## config.mk

```make
export PLATFORM = sky130hd
export DESIGN_NAME = uart_rx
export DESIGN_NICKNAME = d
export VERILOG_FILES = /design/src/rtl/uart_pkg.sv /design/src/rtl/sync_2ff.sv /design/src/rtl/uart_rx.sv
export SDC_FILE = /design/constraint.sdc
export NUM_CORES = 1
export LEC_CHECK = 0
export CAP_MARGIN = 20
export CORE_MARGIN = 4
export CORE_UTILIZATION = 40
export CTS_CLUSTER_DIAMETER = 100
export DETAILED_ROUTE_END_ITERATION = 7
export HOLD_SLACK_MARGIN = 0.15
export SLEW_MARGIN = 20
export SYNTH_ARGS = -nofsm -noshare
export SYNTH_HDL_FRONTEND = slang
export SYNTH_HIERARCHICAL = 1
export SYNTH_SLANG_ARGS = --single-unit
```

## constraint.sdc

```tcl
create_clock -name CLK_I -period 2.7 [get_ports CLK_I]
set_clock_uncertainty 0.05 [all_clocks]
set_input_delay 0.27 -clock CLK_I [delete_from_list [all_inputs] [get_ports CLK_I]]
set_output_delay 0.27 -clock CLK_I [all_outputs]
set_load 0.01 [all_outputs]
```

## src/rtl/uart_pkg.sv

```systemverilog
// Shared types and defaults for the UART receiver.
// The PARITY state and parity helper exist only when UART_RX_PARITY_EN is defined.
package uart_pkg;

    localparam int unsigned DEF_CLK_RATE  = 100000000;
    localparam int unsigned DEF_BAUD_RATE = 3000000;

    typedef logic [7:0] byte_t;

`ifdef UART_RX_PARITY_EN
    typedef enum logic [2:0] {
        ST_IDLE,
        ST_START,
        ST_DATA,
        ST_PARITY,
        ST_STOP,
        ST_WAIT_IDLE
    } rx_state_e;

    // Even parity: the parity bit makes the total count of ones even.
    function automatic logic even_parity(input byte_t b);
        return ^b;
    endfunction
`else
    typedef enum logic [2:0] {
        ST_IDLE,
        ST_START,
        ST_DATA,
        ST_STOP,
        ST_WAIT_IDLE
    } rx_state_e;
`endif

endpackage

```

## src/rtl/sync_2ff.sv

```systemverilog
// sync_2ff: two-flop synchronizer for one asynchronous bit.
// Latency: 2 cycles. Backpressure: none.
// Reset value: RST_VAL.
module sync_2ff #(
    parameter logic RST_VAL = 1'b1
) (
    input  logic clk,
    input  logic rst,
    input  logic d,
    output logic q
);

    logic meta_d, meta_q;
    logic sync_d, sync_q;

    always_comb begin
        meta_d = d;
        sync_d = meta_q;
    end

    always_ff @(posedge clk or posedge rst) begin
        if (rst) begin
            meta_q <= RST_VAL;
            sync_q <= RST_VAL;
        end else begin
            meta_q <= meta_d;
            sync_q <= sync_d;
        end
    end

    assign q = sync_q;

endmodule

```

## src/rtl/uart_rx.sv

```systemverilog
// uart_rx: 8N1 serial receiver (8E1 with UART_RX_PARITY_EN defined) feeding a one-byte holding register.
// Latency: byte on DATA_O/VALID_O the cycle after the stop-bit sample, plus 2 cycles of input sync.
// Backpressure: none on the line; a byte completing while the held byte is unconsumed is dropped (OVERRUN_O).
module uart_rx
    import uart_pkg::*;
#(
    parameter int unsigned CLK_RATE  = DEF_CLK_RATE,
    parameter int unsigned BAUD_RATE = DEF_BAUD_RATE
) (
    input  logic       CLK_I,
    input  logic       RST_I,
    input  logic       RX_I,
    output logic [7:0] DATA_O,
    output logic       VALID_O,
    input  logic       READY_I,
    output logic       FRAME_ERR_O,
`ifdef UART_RX_PARITY_EN
    output logic       PARITY_ERR_O,
`endif
    output logic       OVERRUN_O
);

    localparam int unsigned CLKS_PER_BIT = CLK_RATE / BAUD_RATE;
    localparam int unsigned HALF_BIT     = CLKS_PER_BIT / 2;
    localparam int          CNT_W        = $clog2(CLKS_PER_BIT + 1);

    logic rx_s;

    sync_2ff #(.RST_VAL(1'b1)) u_sync (
        .clk (CLK_I),
        .rst (RST_I),
        .d   (RX_I),
        .q   (rx_s)
    );

    rx_state_e  state_d, state_q;
    logic [CNT_W-1:0] cnt_d, cnt_q;
    logic [2:0] bit_cnt_d, bit_cnt_q;
    byte_t      shift_d, shift_q;
    byte_t      data_d, data_q;
    logic       valid_d, valid_q;
    logic       frame_err_d, frame_err_q;
    logic       overrun_d, overrun_q;
`ifdef UART_RX_PARITY_EN
    logic       par_bad_d, par_bad_q;
    logic       par_err_d, par_err_q;
`endif

    logic bit_tick;
    logic half_tick;
    logic byte_done;

    assign bit_tick  = (cnt_q == CNT_W'(CLKS_PER_BIT - 1));
    assign half_tick = (cnt_q == CNT_W'(HALF_BIT - 1));

    always_comb begin
        state_d     = state_q;
        cnt_d       = cnt_q + 1'b1;
        bit_cnt_d   = bit_cnt_q;
        shift_d     = shift_q;
        frame_err_d = 1'b0;
        byte_done   = 1'b0;
`ifdef UART_RX_PARITY_EN
        par_bad_d   = par_bad_q;
        par_err_d   = 1'b0;
`endif

        case (state_q)
            ST_IDLE: begin
                cnt_d     = '0;
                bit_cnt_d = 3'd0;
                if (!rx_s) begin
                    state_d = ST_START;
                end
            end
            ST_START: begin
                // Mid-start-bit check rejects short low glitches.
                if (half_tick) begin
                    cnt_d   = '0;
                    state_d = rx_s ? ST_IDLE : ST_DATA;
                end
            end
            ST_DATA: begin
                if (bit_tick) begin
                    cnt_d     = '0;
                    shift_d   = {rx_s, shift_q[7:1]};
                    bit_cnt_d = bit_cnt_q + 3'd1;
                    if (bit_cnt_q == 3'd7) begin
`ifdef UART_RX_PARITY_EN
                        state_d = ST_PARITY;
`else
                        state_d = ST_STOP;
`endif
                    end
                end
            end
`ifdef UART_RX_PARITY_EN
            ST_PARITY: begin
                if (bit_tick) begin
                    cnt_d     = '0;
                    par_bad_d = (rx_s != even_parity(shift_q));
                    par_err_d = par_bad_d;
                    state_d   = ST_STOP;
                end
            end
`endif
            ST_STOP: begin
                if (bit_tick) begin
                    cnt_d = '0;
                    if (rx_s) begin
`ifdef UART_RX_PARITY_EN
                        byte_done = !par_bad_q;
`else
                        byte_done = 1'b1;
`endif
                        state_d   = ST_IDLE;
                    end else begin
                        frame_err_d = 1'b1;
                        state_d     = ST_WAIT_IDLE;
                    end
                end
            end
            ST_WAIT_IDLE: begin
                cnt_d = '0;
                if (rx_s) begin
                    state_d = ST_IDLE;
                end
            end
            default: begin
                cnt_d   = '0;
                state_d = ST_IDLE;
            end
        endcase
    end

    always_comb begin
        data_d    = data_q;
        valid_d   = valid_q;
        overrun_d = 1'b0;
        // A consume in the same cycle frees the register for the new byte.
        if (byte_done) begin
            if (valid_q && !READY_I) begin
                overrun_d = 1'b1;
            end else begin
                data_d  = shift_q;
                valid_d = 1'b1;
            end
        end else if (valid_q && READY_I) begin
            valid_d = 1'b0;
        end
    end

    always_ff @(posedge CLK_I or posedge RST_I) begin
        if (RST_I) begin
            state_q     <= ST_IDLE;
            cnt_q       <= '0;
            bit_cnt_q   <= 3'd0;
            shift_q     <= 8'h00;
            data_q      <= 8'h00;
            valid_q     <= 1'b0;
            frame_err_q <= 1'b0;
            overrun_q   <= 1'b0;
`ifdef UART_RX_PARITY_EN
            par_bad_q   <= 1'b0;
            par_err_q   <= 1'b0;
`endif
        end else begin
            state_q     <= state_d;
            cnt_q       <= cnt_d;
            bit_cnt_q   <= bit_cnt_d;
            shift_q     <= shift_d;
            data_q      <= data_d;
            valid_q     <= valid_d;
            frame_err_q <= frame_err_d;
            overrun_q   <= overrun_d;
`ifdef UART_RX_PARITY_EN
            par_bad_q   <= par_bad_d;
            par_err_q   <= par_err_d;
`endif
        end
    end

    assign DATA_O      = data_q;
    assign VALID_O     = valid_q;
    assign FRAME_ERR_O = frame_err_q;
    assign OVERRUN_O   = overrun_q;
`ifdef UART_RX_PARITY_EN
    assign PARITY_ERR_O = par_err_q;
`endif

endmodule
```

## After elaboration in Yosys (flattened, before gate mapping)

Index checks and enable logic that the tools add are counted.

| word-level totals | value |
|---|---|
| register bits after elaboration | 33 |
| input bits | 4 |
| output and inout port bits | 11 |
| word-level logic and storage cells | 64 |

| operators by class | value |
|---|---|
| add/sub/neg operators | 2 |
| equality and inequality tests | 14 |
| multiplexer cells | 25 |
| bitwise operators | 1 |
| reduce and logical (&&, ||, !) cells | 12 |

Operator list:

| kind | count |
|---|---|
| 3-bit 2-to-1 mux | 8 |
| 3-bit case mux with 5 select lines | 1 |
| 6-bit 2-to-1 mux | 2 |
| 2-bit != test, second input constant | 6 |
| 6-bit case mux with 2 select lines | 1 |
| 1-bit 2-to-1 mux | 11 |
| 2-bit AND reduction | 4 |
| 6-bit by 1-bit adder with 6-bit output, second input constant | 1 |
| 3-bit by 2-bit equality test with 1-bit output, second input constant | 2 |
| 3-bit equality test, second input constant | 2 |
| 6-bit by 4-bit equality test with 1-bit output, second input constant | 1 |
| 6-bit equality test, second input constant | 1 |
| 3-bit case mux with 2 select lines | 1 |
| 6-bit AND reduction | 1 |
| 2-bit nonzero test | 2 |
| 3-bit by 1-bit adder with 3-bit output, second input constant | 1 |
| 3-bit by 1-bit equality test with 1-bit output, second input constant | 1 |
| 3-bit zero test | 1 |
| 1-bit logical AND | 2 |
| 2-bit 2-to-1 mux | 1 |
| 2-bit by 1-bit != test with 1-bit output, second input constant | 1 |
| 2-bit OR reduction | 1 |
| 1-bit zero test | 1 |
| 1-bit NOT | 1 |

## Longest topological paths before layout

Gate-level depths: netlist of the first run.

| logic depth | value |
|---|---|
| word-level depth | 5 |
| depth in mapped cells | 7 |
| depth with buffers taken out | 6 |

## Hierarchy

Netlist of the first run, hierarchy kept.

By module, submodules not included:

| module | times used | cells each | area an instance (sq um) | sequential area each (sq um) |
|---|---|---|---|---|
| uart_rx | 1 | 115 | 1402.6 | 775.7 |
| sync_2ff | 1 | 3 | 56.3 | 52.6 |

## Least setup slack after synthesis of the first run

OpenSTA, ideal clock, no wires.

| timing path | value |
|---|---|
| path kind | flip-flop to flip-flop |
| start point | register cnt_q[0] |
| end point | register shift_q[0] |
| setup time | 0.125 ns |
| data arrival time | 1.481 ns |
| data required time | 2.525 ns |
| setup slack | 1.044 ns |
| cell stages (with the launch flop) | 8 |
| buffers on the path | 1 |
| period minus slack after synthesis | 1.656 ns |
| cell sequence | dfrtp_1 inv_1 ha_1 nor2b_2 and3_1 buf_6 nand3b_4 mux2_2 |

| between the ends | value |
|---|---|
| word-level cells in the longest chain between the ends | 2 |

Ends and longest elaborated chain:

| what | line | source |
|---|---|---|
| start, declared | uart_rx.sv:37 | `logic [CNT_W-1:0] cnt_d, cnt_q;` |
| start signal, assigned | uart_rx.sv:169 | `cnt_q <= cnt_d;` |
| 6-bit equality test | uart_rx.sv:53 | `assign bit_tick = (cnt_q == CNT_W'(CLKS_PER_BIT - 1));` |
| 2-bit AND reduction (no line) | n/a |  |
| end signal, assigned | uart_rx.sv:171 | `shift_q <= shift_d;` |
| end, declared | uart_rx.sv:39 | `byte_t shift_d, shift_q;` |

No other way between the ends.
A chain may end at the register's enable or synchronous reset.

## Worst setup path after layout of the first run

| timing path | value |
|---|---|
| start point | register state_q[2] |
| end point | register data_q[3] (netlist: DATA_O[3]) |

| between the ends | value |
|---|---|
| word-level cells in the longest chain between the ends | 3 |

Ends and longest elaborated chain:

| what | line | source |
|---|---|---|
| start, declared | uart_rx.sv:36 | `rx_state_e state_d, state_q;` |
| start signal, assigned | uart_rx.sv:168 | `state_q <= state_d;` |
| 3-bit by 2-bit equality test with 1-bit output | uart_rx.sv:68 | `case (state_q)` |
| 1-bit 2-to-1 mux | uart_rx.sv:68 |  |
| 2-bit AND reduction (no line) | n/a |  |
| end signal, assigned | uart_rx.sv:172 | `data_q <= data_d;` |
| end, declared | uart_rx.sv:40 | `byte_t data_d, data_q;` |

No other way between the ends.

==> out/metrics.cfg, run 1 <==
[cells_and_area]
multi_input_area_um2=592
area_delta_synth_final_pct=16.0
fin_nets=144
antenna_cells=0
layout-drive-gt1-share=0.226
fillerInstances=319
final-seq-area_um2=828

[route]
drcViolationCount=0
vias=920
routed_wl_um=2450
routed_via_density=5.03
drt-initial-drc-count=53
ant_nets=0
firstDrtPassIters=4
wire_per_inst_um=13.4

[power]
powerDensity_mw_per_mm2=516
p_leak_nw=0.807
peakVddDrop_mv=0.208

[yosys]
yosys-top-cells-area=dfrtp_1 (53%), mux2_2 (12%), dfstp_2 (3.6%)
synth.avg_cell_area_um2=12.4
synth.top_cell.area_share=0.532
syn_inst=118
synth_most_common_cell=dfrtp_1
ys_seq_elements=33
ys_warn_count=6
ys_types=33
synth_edf_count=0
synth_ff_type=dfrtp_1
ys_top_cells_by_count=dfrtp_1 (31), mux2_2 (16), nand3_1 (10), nor2_1 (6)
synth_nets=126
async_reset_ff_frac=1.00
yosysTopAreaCell=dfrtp_1
ys_seq_area_frac=0.568
synth_area_mm2=0.00146

[die]
die_h_um=68.4
initial_core_util=0.427
io_pins=15
die-area_mm2=0.00468
rows=21
fp.dieW_um=68.4
coreArea_mm2=0.00342

[setup_path]
cpPeakStageDelay_ns=0.55
worstSetupPathType=reg -> reg
worst_ep_arrival_time_ns=2.09
worst_setup_path_end_kind=flop
worstPathRequired_ns=2.88
path_cells=and2b_2 > nand4_1 > nor2_4 > mux2_2
crit_fanout=14
startpoint_type=flop
critPathSlowestCell=dfrtp_1

[clock_network]
cts.sinks=33
holdBufCountCts=0
cts_made_buffers=5
clkTransAtPathRegs_ns=0.10
root_buffer=clkbuf_4
clkLatencyLatePin_ns=0.33
cts.path.max_buffers=2
htreeDepth=2
cts_resized=0
cts_setup_buffers=0
cts_tree=built

[global_route]
grt_overflow_total=0
grt_pass1_vias=926
antenna_found_initial=0
grt_util_all_layers=0.124
grt_max_degree=20
grt_pass1_wl_um=4170

[placement]
gp_congestion=0.739
place.port_buffers=14
dp_slack_ns=0.774
dp_hpwl_um=1730

[sta]
min_period_ns=1.92
fin_tns_setup_ns=0
max_slew_margin=0.543
worst_slew_pin_slew_ns=0.685
slew_viol_final=0
max_freq_ghz=0.522
period_share=0.709
worst_slack_ns=0.785
setup_violations=0
hold_viol_final=0
rsz0062_at_grt=no

[outcome]
outcome=completed

[hold_path]
hold_path_class=in -> async

[job]
drv_cap=0

==> cells in the final DEF, fill, tap and decap left out, types with 3 or more instances in the layout <==
cell,instances
clkdlybuf4s50_1,14
nand4_1,4
mux2_2,16
inv_1,4
ha_1,4
nand3_1,10
nor2_1,6
o21ai_0,3
clkbuf_4,5
nor3_1,5
xor2_1,3
nand2_1,5
dfrtp_1,31
==> cells by family after synthesis <==
group,count (synthesis),share of synthesized area
simple gates,43,0.172
compound gates,9,0.0463
fa+ha+maj,4,0.0343
xor+xnor,5,0.0300
buf+inv,8,0.0266
flops,33,0.568
mux,16,0.123
==> power by group <==
group / leakage [nW] / switching [mW] / internal [mW] / total [mW]
Sequential: 0.447 / 0.0281 / 0.511 / 0.539
Combinational: 0.328 / 0.0341 / 0.0339 / 0.0680
Clock: 0.0320 / 0.166 / 0.0991 / 0.265
Total: 0.807 / 0.229 / 0.644 / 0.873
==> per-stage QoR <==
step | utilization | instance area (um2) | std cells | total power [mW] | hold slack [ns]
2_1_floorplan | - | 1460 | 118 | 0.598 | 0.132
3_3_place_gp | 0.480 | 1640 | 175 | 0.617 | 0.297
3_5_place_dp | 0.480 | 1640 | 175 | 0.618 | 0.298
4_1_cts | 0.495 | 1690 | 183 | 0.884 | 0.221
5_1_grt | 0.495 | 1690 | 183 | 0.920 | 0.219
6_report | 0.495 | 1690 | 183 | 0.873 | 0.240
==> layout make-up <==
cell class	instances	share of cell area
Sequential cell	33	0.490
Tap cell	46	0.0340
Timing Repair Buffer	15	0.0873
Clock inverter	2	0.00592
Inverter	4	0.00888
Clock buffer	6	0.0244
Multi-Input combinational cell	77	0.350
==> critical path, delay by kind of cell, from the launching register on <==
| kind | cells | cell delay [ns] |
|---|---|---|
| flops | 1 | 0.55 |
| mux | 1 | 0.36 |
| simple gates | 3 | 0.84 |
==> per-layer routing <==
| layer | global-route usage | routed length (um) | vias to the layer above |
|---|---|---|---|
| met5 | 0 | 0 | - |
| met4 | 0.0521 | 42 | 0 |
| met3 | 0.0591 | 109 | 6 |
| met2 | 0.174 | 1110 | 17 |
| met1 | 0.163 | 1190 | 441 |
| li1 | - | - | 456 |
==> final timing paths <==
kind | start | depth (start not counted) | slack [ns] | to
hold reg to reg | u_sync/meta_q | 0 | 0.31 | u_sync/q
hold / removal | RST_I | 2 | 0.24 | u_sync/meta_q
setup / recovery | state_q[2] | 4 | 0.78 | DATA_O[3]
min in group CLK_I | RX_I | 1 | 0.30 | u_sync/meta_q
setup reg to reg | state_q[2] | 4 | 0.78 | DATA_O[3]
max in group asynchronous | RST_I | 3 | 1.64 | cnt_q[0]
==> flip-flops by register name (all words and copies together) (netlist names) <==
register and count:
DATA_O 8, FRAME_ERR_O 1, OVERRUN_O 1, VALID_O 1
bit_cnt_q 3, cnt_q 6, shift_q 8, state_q 3
u_sync/meta_q 1, u_sync/q 1
Power figures use the tool's default switching activity.
==> run 2: changes to the inputs <==
==> constraint.sdc (replaced) <==
create_clock -name CLK_I -period 2 [get_ports CLK_I]
set_clock_uncertainty 0.05 [all_clocks]
set_input_delay 0.2 -clock CLK_I [delete_from_list [all_inputs] [get_ports CLK_I]]
set_output_delay 0.2 -clock CLK_I [all_outputs]
set_load 0.01 [all_outputs]
==> run 2 against run 1 <==
Non-clock buffer count rose by 4. Count of clock-buffer cells in the layout rose by 1. Die area did not move. Worst setup slack got worse by 0.66 ns. First-iteration DRC count rose by 62%. Core utilization rose by 2.3 points. Final area rose by 4.7%. Global-route usage rose by 0.92 points. Flip-flop and latch count did not move. Register-to-register slack got worse by 0.66 ns. Maximum frequency rose by 2.3%. Routed wire length rose by 4.3%. Critical path type unchanged.
==> out/metrics.cfg, run 2 (synthesized netlist as in run 1, its figures left out) <==
[outcome]
outcome=completed

[power]
switching_share=0.233
p_leak_nw=0.844
combPwrFrac=0.088
switchingPower_mw=0.318
seq_power_share=0.525
powerDensity_mw_per_mm2=770
peakVddDrop_mv=0.367
p_int_mw=1.04
p_clk_frac=0.387

[clock_network]
cts.sinks=33
cts_tree=built
cts_setup_buffers=0
clkTransAtPathRegs_ns=0.09
holdBufCountCts=1
cts.path.max_buffers=2
htreeDepth=2
root_buffer=clkbuf_4
cts_resized=0
clkLatencyLatePin_ns=0.35
cts_made_buffers=5

[die]
die-area_mm2=0.00468
die_h_um=68.4
initial_core_util=0.427
rows=21
fp.dieW_um=68.4
coreArea_mm2=0.00342
io_pins=15

[setup_path]
worstSetupPathType=reg -> reg
cpPeakStageDelay_ns=0.43
startpoint_type=flop
critPathSlowestCell=dfrtp_1
path_cells=inv_1 > ha_1 > nor2b_2 > and3_1 > nand3b_4 > mux2_2
worstPathRequired_ns=2.17
worst_ep_arrival_time_ns=2.05
crit_fanout=8
worst_setup_path_end_kind=flop

[global_route]
antenna_found_initial=0
grt_pass1_vias=972
grt_util_all_layers=0.134
grt_overflow_total=0
grt_pass1_wl_um=4440
grt_max_degree=23

[route]
wire_per_inst_um=13.7
firstDrtPassIters=4
vias=951
drcViolationCount=0
routed_via_density=5.09
ant_nets=0
drt-initial-drc-count=86
routed_wl_um=2550

[sta]
rsz0062_at_grt=no
period_share=0.936
hold_viol_final=0
fin_tns_setup_ns=0
setup_violations=0
max_slew_margin=0.719
max_freq_ghz=0.534
worst_slew_pin_slew_ns=0.410
slew_viol_final=0
min_period_ns=1.87

[cells_and_area]
layout_common_cells=dfrtp_1 (31), mux2_2 (16), clkdlybuf4s50_1 (14), nand3_1 (10), nor2_1 (6)
final_common_cell=dfrtp_1
layout-drive-gt1-share=0.241
final_area_mm2=0.00177
antenna_cells=0
utilization=0.518
area_delta_synth_final_pct=21.4
fin_nets=148

[hold_path]
hold_path_class=in -> reg

[job]
drv_cap=0

[placement]
dp_hpwl_um=1820
place_area_mm2=0.00168
gp_congestion=0.785
place.port_buffers=14

-- run 2: changes by cell type in the layout (fill, tap and decap cells not counted) --
| cell | before | now |
|---|---|---|
| buf_12 | 0 | 1 |
| buf_4 | 1 | 3 |
| bufinv_16 | 0 | 1 |
| clkbuf_8 | 0 | 1 |
| clkinv_2 | 2 | 0 |
| dlygate4sd3_1 | 0 | 1 |
-- run 2: final cells by class --
cell class,instances,area (um2)
Sequential cell,33,828
Clock inverter,1,30.0
Inverter,4,15.0
Multi-Input combinational cell,77,592
Tap cell,46,57.6
Timing Repair Buffer,19,193
Clock buffer,7,55.1
Fill cell,309,1650
-- run 2: final timing paths --
check	slack, ns	cells past startpoint	endpoint	from
worst max-delay path	0.13	6	shift_q[5]	cnt_q[0]
worst min-delay path	0.21	1	u_sync/meta_q	RX_I
worst max register to register	0.13	6	shift_q[5]	cnt_q[0]
worst min register to register	0.32	0	u_sync/q	u_sync/meta_q
max in group asynchronous	0.76	4	DATA_O[5]	RST_I
min in group asynchronous	0.66	3	cnt_q[4]	RST_I
-- run 2: metrics by stage --
stage                     hold WS [ns]  power (mW)  cells  setup WS (ns)
after detailed placement         0.305       0.849    178          0.144
after CTS                        0.197        1.38    187          0.130
final                            0.214        1.36    187          0.128
after global routing             0.178        1.43    187         0.0382
after floorplan                 0.0615       0.807    118          0.344
after global placement           0.297       0.843    178          0.211
-- run 2: per-layer routing --
layer / track usage / routed length (um) / vias up
li1: - / - / 464
met4: 0.0620 / 48 / 0
met1: 0.166 / 1160 / 465
met5: 0 / 0 / -
met3: 0.0640 / 142 / 5
met2: 0.194 / 1200 / 17
-- run 2: power by group through the flow --
stage | clock (mW) | sequential, mW | combinational (mW)
after floorplan | 0 | 0.724 | 0.0837
after global placement | 0 | 0.727 | 0.115
after detailed placement | 0 | 0.728 | 0.121
after CTS | 0.544 | 0.716 | 0.122
after global routing | 0.579 | 0.720 | 0.134
final | 0.527 | 0.716 | 0.120
-- run 2: critical path, delay by kind of cell, from the launching register on --
family                     cells  cell delay [ns]
and+or+nand+nor                3             0.76
DFF                            1             0.43
buffers and inverters          1             0.08
adders and majority gates      1             0.13
muxes                          1             0.31
